--- src/rtl/result_uart_tx.sv ---
// -----------------------------------------------------------------------------
// result_uart_tx
//
// This is the final stage of the CNN inference pipeline. On a one-cycle trmt
// pulse it latches the classified digit from the output layer. It then sends
// the digit as an ASCII character over an 8N1 UART line. When SEND_CRLF is set,
// the character is followed by CR and LF, so the host terminal shows one line
// per inference.
//
// Parameters
//   BAUD_DIV  : clk cycles per UART bit (2..65535). The default suits
//               50 MHz / 115200 baud.
//   SEND_CRLF : 1 sends char, 0x0D, 0x0A. 0 sends the char only.
//
// Ports
//   clk     : system clock
//   rst_n   : asynchronous active-low reset. It aborts any frame in flight.
//   trmt    : start request. It is edge-qualified, so one message is sent per
//             low-to-high request seen while idle.
//   tx_data : result byte. The digit is in [3:0]; [7:4] is ignored.
//   TX      : UART serial output, idle high, driven straight from a flop
//   tx_done : one-cycle pulse after the last stop bit of the message
//   busy    : high while a message is in progress
// -----------------------------------------------------------------------------
`timescale 1ns/1ps

module result_uart_tx #(
  parameter int BAUD_DIV  = 434,
  parameter bit SEND_CRLF = 1'b1
) (
  input  logic       clk,
  input  logic       rst_n,
  input  logic       trmt,
  input  logic [7:0] tx_data,
  output logic       TX,
  output logic       tx_done,
  output logic       busy
);

  localparam int              CNT_W     = 16;
  localparam logic [CNT_W-1:0] BAUD_LAST = CNT_W'(BAUD_DIV - 1);
  // Index of the final byte of the message: char, CR, LF or char alone.
  localparam logic [1:0]      LAST_IDX  = SEND_CRLF ? 2'd2 : 2'd0;

  typedef enum logic [1:0] {
    IDLE  = 2'd0,
    START = 2'd1,
    DATA  = 2'd2,
    STOP  = 2'd3
  } state_t;

  state_t           r_state;
  logic [CNT_W-1:0] r_baud_cnt;
  logic [2:0]       r_bit_cnt;
  logic [1:0]       r_byte_idx;
  logic [7:0]       r_char;
  logic [7:0]       r_shift;
  logic             r_armed;
  logic             r_tx;
  logic             r_tx_done;
  logic             r_busy;

  logic             w_baud_end;
  logic [7:0]       w_digit;
  logic [7:0]       w_cur_byte;

  // Maps the masked digit byte to ASCII. Out-of-range values map to '?'.
  function automatic logic [7:0] digit_to_ascii(input logic [7:0] d);
    if (d <= 8'd9) begin
      return 8'h30 | d;
    end
    return 8'h3F;
  endfunction

  // The upper nibble carries no information, so it is masked off before mapping.
  assign w_digit    = tx_data & 8'h0F;
  assign w_baud_end = (r_baud_cnt == BAUD_LAST);

  always_comb begin
    w_cur_byte = 8'h0A;
    case (r_byte_idx)
      2'd0:    w_cur_byte = r_char;
      2'd1:    w_cur_byte = 8'h0D;
      default: w_cur_byte = 8'h0A;
    endcase
  end

  always_ff @(posedge clk or negedge rst_n) begin
    if (!rst_n) begin
      r_state    <= IDLE;
      r_baud_cnt <= '0;
      r_bit_cnt  <= '0;
      r_byte_idx <= '0;
      r_char     <= 8'h30;
      r_shift    <= '0;
      r_armed    <= 1'b1;
      r_tx       <= 1'b1;
      r_tx_done  <= 1'b0;
      r_busy     <= 1'b0;
    end else begin
      r_tx_done <= 1'b0;

      // The baud counter free-runs only while a message is active.
      // Entering START from IDLE always restarts it at zero.
      if (r_state == IDLE) begin
        r_baud_cnt <= '0;
      end else if (w_baud_end) begin
        r_baud_cnt <= '0;
      end else begin
        r_baud_cnt <= r_baud_cnt + 16'd1;
      end

      case (r_state)
        IDLE: begin
          r_tx <= 1'b1;
          // r_armed is set only once trmt has been seen low while idle.
          // This blocks three cases: a held trmt, a trmt sampled during the
          // tx_done cycle, and a trmt that arrived while busy.
          if (trmt && r_armed) begin
            r_char     <= digit_to_ascii(w_digit);
            r_byte_idx <= 2'd0;
            r_busy     <= 1'b1;
            r_tx       <= 1'b0;
            r_armed    <= 1'b0;
            r_state    <= START;
          end else if (!trmt) begin
            r_armed <= 1'b1;
          end
        end

        START: begin
          if (w_baud_end) begin
            r_shift   <= w_cur_byte;
            r_tx      <= w_cur_byte[0];
            r_bit_cnt <= 3'd0;
            r_state   <= DATA;
          end
        end

        DATA: begin
          if (w_baud_end) begin
            if (r_bit_cnt == 3'd7) begin
              r_tx    <= 1'b1;
              r_state <= STOP;
            end else begin
              // Bit 0 already left at START exit, so the next bit is [1].
              r_tx      <= r_shift[1];
              r_shift   <= {1'b0, r_shift[7:1]};
              r_bit_cnt <= r_bit_cnt + 3'd1;
            end
          end
        end

        STOP: begin
          if (w_baud_end) begin
            if (r_byte_idx != LAST_IDX) begin
              // Back-to-back: the next start bit follows with no idle gap.
              r_byte_idx <= r_byte_idx + 2'd1;
              r_tx       <= 1'b0;
              r_state    <= START;
            end else begin
              r_busy    <= 1'b0;
              r_tx_done <= 1'b1;
              r_state   <= IDLE;
            end
          end
        end

        default: begin
          r_tx    <= 1'b1;
          r_busy  <= 1'b0;
          r_state <= IDLE;
        end
      endcase
    end
  end

  assign TX      = r_tx;
  assign tx_done = r_tx_done;
  assign busy    = r_busy;

endmodule

--- config.mk ---
export PLATFORM = sky130hd
export DESIGN_NAME = result_uart_tx
export DESIGN_NICKNAME = d
export VERILOG_FILES = /design/src/rtl/result_uart_tx.sv
export SDC_FILE = /design/constraint.sdc
export NUM_CORES = 1
export LEC_CHECK = 0
export ABC_AREA = 1
export BUFFER_PORTS_ARGS = -buffer_cell sky130_fd_sc_hd__buf_2
export CAP_MARGIN = 30
export CORE_MARGIN = 3
export CORE_UTILIZATION = 60
export CTS_CLUSTER_DIAMETER = 30
export CTS_CLUSTER_SIZE = 16
export DETAILED_ROUTE_END_ITERATION = 12
export GPL_TIMING_DRIVEN = 0
export PLACE_DENSITY = 0.79
export SLEW_MARGIN = 40
export SYNTH_ARGS = -nofsm -noshare
export SYNTH_HDL_FRONTEND = slang
export SYNTH_SLANG_ARGS = --single-unit
--- constraint.sdc ---
create_clock -name clk -period 2.03 [get_ports clk]
set_input_delay 0.1015 -clock clk [delete_from_list [all_inputs] [get_ports clk]]
set_output_delay 0.1015 -clock clk [all_outputs]
set_load 0.01 [all_outputs]
# After elaboration in Yosys (flattened, before gate mapping)
# Index checks and enable logic that the tools add are counted.
# word_totals
rom_bits	0
inputBits	11
ram_bits	0
reg_bits	43
n_memories	0
latch_bits	0
word_cells	85
out_inout_bits	3
# op_classes
addsub	3
n_div	0
mux	43
magnitude_cmp	1
shift	0
n_mul	0
reduce_logical	12
n_bitwise	0
eq_ne	16
# ops
cell	count
two-way mux 8 bit	5
two-way mux 16 bit	2
one-hot mux 8 bit (2 select lines)	2
two-way mux 1 bit	18
adder 16 x 1 -> 16 bit, second input constant	1
== test 16 x 9 -> 1 bit, second input constant	1
two-way mux 2 bit	8
!= test 2 bit, second input constant	8
AND reduction 4 bit	4
two-way mux 3 bit	3
one-hot mux 2 bit (4 select lines)	1
one-hot mux 3 bit (2 select lines)	1
AND reduction 5 bit	1
== test 2 x 1 -> 1 bit, second input constant	2
== test 2 bit, second input constant	2
less-or-equal comparator 4 bit, second input constant	1
logical NOT 2 bit	2
!= test 2 x 1 -> 1 bit, second input constant	2
one-hot mux 1 bit (4 select lines)	1
one-hot mux 2 bit (2 select lines)	1
AND reduction 2 bit	2
nonzero test 2 bit	2
adder 3 x 1 -> 3 bit, second input constant	1
== test 3 bit, second input constant	1
3 further kinds	3

# Logic depth before layout (Yosys ltp)
# Gate-level depths: netlist of run 1.
# depth
word_depth	5
mapped_depth	11
ltp_nobuf	11

# Worst setup path before layout of run 1
# No wires, ideal clock.
# synth_path
kind	register to register
startpoint	register r_state[0]
endpoint	register r_bit_cnt[0]
t_required_ns	1.915
synth_period_minus_slack_ns	1.595
arrival_time_ns	1.480
setup_time_ns	0.115
stages_incl_launch_ff	11
setup_slack_ns	0.435
path_cell_list	dfrtp_1 inv_1 ha_1 inv_2 or2_4 o21ai_2 inv_2 nor2_2 nand2_1 o21ai_2 inv_2
# synth_via
elab_chain_cells	3
elab_cells_between_ends	8
cone_classes	eq/ne: 5; mux: 1; reduce/logical: 2
# synth_lines
item	line_no	source
from (decl)	52	state_t r_state;
from (signal assigned)	90	r_state <= IDLE;
from (signal assigned)	125	r_state <= START;
from (signal assigned)	136	r_state <= DATA;
== test 2 bit or == test 2 x 1 -> 1 bit (tied branches)	113	case (r_state)
!= test 2 bit (no line) or nonzero test 2 bit (tied branches)	n/a	
AND reduction 4 bit (no line)	n/a	
to (signal assigned)	149	r_bit_cnt <= r_bit_cnt + 3'd1;
to (decl)	54	logic [2:0] r_bit_cnt;
# Several ways; a longest one is shown, not always the timed one.
# A chain may end at the register's enable or synchronous reset.

# Final worst setup path of run 1
# Same ends and word-level chain as after synthesis.

==> flow_summary_export.csv, run 1 <==
group,metric,value,unit
status,status,"finished clean",
critical_path,endpoint_kind,"flip-flop",
critical_path,worstPathCellList,"inv_1 > ha_1 > inv_2 > or2_4 > o21ai_2 > inv_2 > nor2_2 > nand2_1 > o21ai_2 > inv_2",
critical_path,crit_cells,10,
yosys,ys_types,25,
yosys,synth_top_area_cell,"dfrtp_1",
critical_path,crit_family,"simple AND/OR/NAND/NOR gates",
power_and_ir_drop,p_sw_share,41.0,%
yosys,synth_cells,274,
timing,hold_slack,24.0,ps
timing,layout_setup_ws,225,ps
floorplanning,ioPinCount,14,
yosys,syn_area_per_cell,7.50,um^2
timing,drv_slew,0,
yosys,syn_area,0.00205,mm^2
power_and_ir_drop,combPwrFrac,41.6,%
timing,fin_crit,1800,ps
placed_design,gp_congestion,0.875,
critical_path,path_max_fanout,6,
detailed_routing,via_per_inst,5.02,
critical_path,slowest_delay,430,ps
yosys,synth-seq-area-share,44.0,%
timing,timing.fmax,554,MHz
power_and_ir_drop,power,2.33,mW
cts,cts.root.buffer_cell,"clkbuf_4",
final_layout,final_nets,314,
global_routing,grt_usage,21.5,%
detailed_routing,drc,0,
floorplanning,die_h,64.5,um
cts,post_cts_buffers,0,
cts,cts_max_path_buffers,2,
global_routing,grt-ovfl-total,0,
detailed_routing,drt-pass1-iter-count,4,
timing,rsz0062_at_grt,"no",
power_and_ir_drop,power_switching,953,uW
placed_design,hpwl,2.85,mm
detailed_routing,drtIter0Drc,92,
critical_path,path_class,"flip-flop to flip-flop",
critical_path,crit_path_start_kind,"flip-flop",
timing,setup_tns,0,ps
cts,cts_tree,"yes",
final_layout,final_common_cell,"nand2_1",
floorplanning,die_area,0.00416,mm^2
yosys,netlist_top_cells_area,"dfrtp_1 41%, nand2_1 13%, nor2_1 8.8%",
cts,cts_hold_buf,1,
final_layout,layout-drive-gt1-share,11.6,%
floorplanning,core_area,0.00315,mm^2
cts,cts_max_level,2,
final_layout,diodes,0,
timing,setup_viol,0,
timing,hold_violations,0,
critical_path,crit_arrival,2050,ps
cts,path_clk_slew,110,ps
detailed_routing,num_vias,1688,
worst_hold_path,hold_path_class,"input port to flip-flop",
global_routing,antenna_found_initial,0,
cts,clock-sinks,36,
critical_path,cp_common_cell,"inv_2",
power_and_ir_drop,p_int,1.37,mW
yosys,synth_top_area_share,41.4,%
timing,worst_slew_pin_slew,441,ps
critical_path,r2r_cells,10,
power_and_ir_drop,p_leak,1.18,nW
critical_path,critical_path_buf_inv_count,4,
detailed_routing,wl_per_cell,11.4,um
timing,fin_crit_sh,88.9,%
worst_hold_path,hold_depth,3,
global_routing,grt_max_degree,37,
timing,finalClockSkew,6.81,ps
final_layout,mostFrequentLayoutCells,"71 x nand2_1, 48 x nor2_1, 34 x dfrtp_1, 33 x inv_1, 17 x nand3_1",
timing,slew_headroom,70.6,%
floorplanning,die_x,64.5,um
global_routing,grt_pass1_wl,6.98,mm
final_layout,final_util,70.7,%
global_routing,grt_pass1_vias,1558,
placed_design,pre_cts_ws,243,ps
floorplanning,initial_utilization,65.2,%
run,drv_cap,0,
detailed_routing,routed_wl,3.84,mm
critical_path,cp_data_required_time,2280,ps
yosys,ys_seq_elements,36,
floorplanning,rows,20,
critical_path,crit_slowest_cell,"dfrtp_1",
power_and_ir_drop,power_frac_clock,17.1,%
detailed_routing,ant_nets,0,
placed_design,port_buffers,9,
power_and_ir_drop,p_per_area,1040,mW/mm^2
cts,cts_made_buffers,5,
final_layout,synthToLayoutAreaGrowth,8.47,%
power_and_ir_drop,ir_drop,0.000856,V
cts,insertion_delay,340,ps
yosys,syn-num-nets,297,
cts,ctsResizeCount,0,
power_and_ir_drop,seq_power_share,41.4,%
yosys,yosysWarnings,0,
-- path summary, 6_finish.rpt --
check	startpoint	end	slack (ps)
max	r_state[0]$_DFFE_PN0P_	r_bit_cnt[0]$_DFFE_PN0P_	230
min	tx_data[3]	r_char[3]$_DFFE_PN0P_	20
max reg2reg	r_state[0]$_DFFE_PN0P_	r_bit_cnt[0]$_DFFE_PN0P_	230
min reg2reg	busy$_DFFE_PN0P_	busy$_DFFE_PN0P_	480
max in group asynchronous	rst_n	TX$_DFFE_PN1P_	1430
min in group asynchronous	rst_n	r_baud_cnt[5]$_DFF_PN0_	260
-- power groups by stage --
stage / Combinational (mW) / Clock, mW / Sequential [mW]
global placement: 0.942 / 0 / 0.973
CTS: 0.970 / 0.413 / 0.962
detailed placement: 0.956 / 0 / 0.975
finish: 0.968 / 0.397 / 0.963
floorplan: 0.744 / 0 / 0.963
global route: 1.12 / 0.447 / 0.982
-- registers in the layout, summed over array words and instances, names as in the netlist --
name        count
tx_done         1
r_char          4
r_bit_cnt       3
r_state         2
TX              1
busy            1
r_byte_idx      2
r_armed         1
r_baud_cnt     16
r_shift         5
-- layer usage --
metal / global-route usage (%) / vias to the layer above / part of all wire, % / wire [um]
li1: - / 895 / - / -
met5: 0 / - / 0 / 0
met2: 31.2 / 20 / 43 / 1640
met3: 4.16 / 5 / 3.5 / 134
met4: 7.12 / 0 / 1.1 / 44
met1: 32.1 / 768 / 52 / 2010
-- worst reg2reg max path, delay by kind of cell, from the launching register on --
family	cells	cell delay [ps]
flip-flops	1	430
buffers and inverters	4	330
AND/OR/NAND/NOR	3	460
adder cells (fa/ha/maj)	1	310
AO/OA/AOI/OAI	2	170
-- layout make-up --
| cell class | instances | area, um^2 |
|---|---|---|
| multi-input cells | 199 | 1000 |
| fillers | 258 | 925 |
| flip-flops and latches | 36 | 903 |
| inverters | 38 | 143 |
| repair buffers | 10 | 57.6 |
| well taps | 44 | 55.1 |
| clock buffers | 6 | 51.3 |
| clock inverters | 2 | 10.0 |
| plain buffers | 1 | 3.75 |
-- cell families after synthesis --
logic type,synth area share [%]
DFF,44.0
xor gates and xnor gates,2.98
adders and majority gates,7.31
and+or+nand+nor,32.5
buffers and inverters,7.13
AOI/OAI and AO/OA,6.09
-- Yosys cell counts, drive strengths merged --
cell / n
nand2: 73
nor2: 52
inv: 38
dfrtp: 34
nand3: 18
o21ai: 17
ha: 12
nor3: 6
a21oi: 5
nand4: 5
xor2: 5
dfstp: 2
or2: 2
xnor2: 2
clkbuf: 1
nand3b: 1
o21a: 1
-- per-stage QoR --
step,cell area [um^2],instances
2_1_floorplan,2050,274
3_3_place_gp,2150,327
3_5_place_dp,2150,327
4_1_cts,2230,336
5_1_grt,2230,336
6_report,2230,336
Power figures use the tool's default switching activity.
==> run 2, diff against run 1 <==
--- a/config.mk
+++ b/config.mk
@@ -9,12 +9,12 @@
 export BUFFER_PORTS_ARGS = -buffer_cell sky130_fd_sc_hd__buf_2
 export CAP_MARGIN = 30
 export CORE_MARGIN = 3
-export CORE_UTILIZATION = 60
+export CORE_UTILIZATION = 55
 export CTS_CLUSTER_DIAMETER = 30
 export CTS_CLUSTER_SIZE = 16
 export DETAILED_ROUTE_END_ITERATION = 12
 export GPL_TIMING_DRIVEN = 0
-export PLACE_DENSITY = 0.79
+export PLACE_DENSITY = 0.74
 export SLEW_MARGIN = 40
 export SYNTH_ARGS = -nofsm -noshare
 export SYNTH_HDL_FRONTEND = slang
==> run 2 against run 1 <==
Effect of this change: power grew 5.4%; combinational power down 0.5%; first-iteration DRC count up 42%; via count increased by 1.5%; clock-buffer cell count grew 2.
==> flow_summary_export.csv, run 2 (synthesis results as in run 1) <==
group,metric,value,unit
status,status,"finished clean",
detailed_routing,drtIter0Drc,131,
timing,timing.fmax,557,MHz
power_and_ir_drop,p_per_area,1090,mW/mm^2
floorplanning,initial_utilization,59.2,%
critical_path,reg2reg_slack,240,ps
detailed_routing,drt-pass1-iter-count,4,
timing,drv_slew,0,
cts,cts_max_level,2,
timing,setup_tns,0,ps
critical_path,rr_startpoint,"r_state[0]$_DFFE_PN0P_",
detailed_routing,num_vias,1713,
critical_path,cp_data_required_time,2210,ps
cts,cts_made_buffers,5,
critical_path,endpoint_kind,"flip-flop",
timing,rsz0062_at_grt,"no",
worst_hold_path,hold_path_class,"input port to flip-flop",
final_layout,diodes,0,
power_and_ir_drop,power_frac_clock,21.5,%
final_layout,mostFrequentLayoutCells,"71 x nand2_1, 48 x nor2_1, 34 x dfrtp_1, 33 x inv_1, 17 x nand3_1",
final_layout,largest_reg_flops,16,
final_layout,regMostFlops,"r_baud_cnt",
detailed_routing,drc,0,
global_routing,grt_usage,19.4,%
global_routing,grt-ovfl-total,0,
cts,insertion_delay,290,ps
global_routing,grt_max_degree,37,
worst_hold_path,min-delay-start,"tx_data[0]",
floorplanning,die_area,0.00450,mm^2
detailed_routing,wl_per_cell,11.3,um
final_layout,layout-drive-gt1-share,11.0,%
timing,fin_crit,1790,ps
power_and_ir_drop,power_switching,965,uW
worst_hold_path,hold_depth,3,
critical_path,r2r_cells,10,
final_layout,stdcell_area,0.00226,mm^2
floorplanning,die_x,67.1,um
timing,slew_headroom,68.3,%
critical_path,path_max_fanout,6,
critical_path,path_class,"flip-flop to flip-flop",
power_and_ir_drop,p_leak,1.19,nW
placed_design,port_buffers,9,
critical_path,crit_path_start_kind,"flip-flop",
detailed_routing,ant_nets,0,
placed_design,place_area,0.00216,mm^2
power_and_ir_drop,combPwrFrac,39.3,%
detailed_routing,via_per_inst,5.07,
critical_path,crit_arrival,1970,ps
timing,worst_slew_pin_slew,476,ps
global_routing,grt_pass1_wl,6.69,mm
floorplanning,rows,21,
power_and_ir_drop,p_int,1.49,mW
power_and_ir_drop,ir_drop,0.000698,V
final_layout,final_nets,314,
floorplanning,ioPinCount,14,
critical_path,reg2reg_to,"r_bit_cnt[0]$_DFFE_PN0P_",
floorplanning,die_h,67.1,um
power_and_ir_drop,p_sw_share,39.3,%
cts,cts.root.buffer_cell,"clkbuf_8",
cts,cts_max_path_buffers,2,
floorplanning,core_area,0.00347,mm^2
detailed_routing,routed_wl,3.83,mm
cts,clock-sinks,36,
final_layout,synthToLayoutAreaGrowth,9.99,%
timing,fin_crit_sh,88.4,%
worst_hold_path,whs_endpoint,"r_char[0]$_DFFE_PN0P_",
power_and_ir_drop,seq_power_share,39.2,%
timing,finalClockSkew,8.02,ps
timing,setup_viol,0,
final_layout,final_common_cell,"nand2_1",
final_layout,top_regs,"r_baud_cnt: 16 flops, r_shift: 5 flops, r_char: 4 flops",
run,drv_cap,0,
placed_design,gp_congestion,0.825,
global_routing,antenna_found_initial,0,
cts,path_clk_slew,70,ps
cts,cts_tree,"yes",
global_routing,grt_pass1_vias,1567,
power_and_ir_drop,power,2.45,mW
timing,hold_violations,0,
placed_design,hpwl,2.88,mm
-- run 2: worst max-delay path by stage --
stage | from | endpoint | slack, ps | depth (start not counted)
after floorplan | r_state[0]$_DFFE_PN0P_ | r_bit_cnt[0]$_DFFE_PN0P_ | 440 | 10
after global placement | r_state[0]$_DFFE_PN0P_ | r_bit_cnt[0]$_DFFE_PN0P_ | 250 | 10
after detailed placement | r_state[0]$_DFFE_PN0P_ | r_bit_cnt[0]$_DFFE_PN0P_ | 250 | 10
after CTS | r_state[0]$_DFFE_PN0P_ | r_bit_cnt[0]$_DFFE_PN0P_ | 230 | 10
after global routing | r_state[0]$_DFFE_PN0P_ | r_bit_cnt[0]$_DFFE_PN0P_ | 90 | 10
final | r_state[0]$_DFFE_PN0P_ | r_bit_cnt[0]$_DFFE_PN0P_ | 240 | 10
-- run 2: layout make-up --
class                   instances  area [um^2]
well taps                      46         57.6
plain buffers                   1         3.75
repair buffers                 10         57.6
multi-input cells             199         1000
inverters                      38          143
fillers                       331         1210
flip-flops and latches         36          903
clock buffers                   8         90.1
-- run 2: per-layer routing --
metal  share of wire, %  vias up  track usage (%)
li1                   -      886                -
met1                 46      791             24.4
met3                3.4        6             4.55
met2                 50       30             33.1
met5                  0        -                0
met4                1.1        0             5.57
-- run 2: worst max-delay path: stages (launching register included) --
cell     delay, ps
dfrtp_1        430
inv_1          150
ha_1           290
inv_2           90
or2_4          260
o21ai_2        120
inv_2           50
nor2_2         120
nand2_1         70
o21ai_2         60
inv_2           40
-- run 2: power groups by stage --
| stage | clock, mW | sequential, mW | combinational, mW |
|---|---|---|---|
| after CTS | 0.543 | 0.961 | 0.981 |
| after global routing | 0.571 | 0.980 | 1.14 |
| after detailed placement | 0 | 0.973 | 0.977 |
| final | 0.528 | 0.961 | 0.963 |
| after global placement | 0 | 0.971 | 0.957 |
| after floorplan | 0 | 0.963 | 0.744 |
-- run 2: what timing repair did --
item | CTS | global route
endpoints found under the hold margin | 34 | 0
hold buffers | 1 | 0
resized for setup | 0 | 0
setup buffers | 0 | 0
-- run 2: metrics by stage --
| stage | hold slack, ps | std cells | worst slack (ps) | util [%] |
|---|---|---|---|---|
| 3_3_place_gp | 229 | 329 | 251 | 62.2 |
| 3_5_place_dp | 235 | 329 | 255 | 62.2 |
| 5_1_grt | 88.9 | 338 | 93.5 | 65.2 |
| 2_1_floorplan | -194 | 274 | 435 | - |
| 6_report | 72.2 | 338 | 236 | 65.2 |
| 4_1_cts | 64.0 | 338 | 233 | 65.1 |
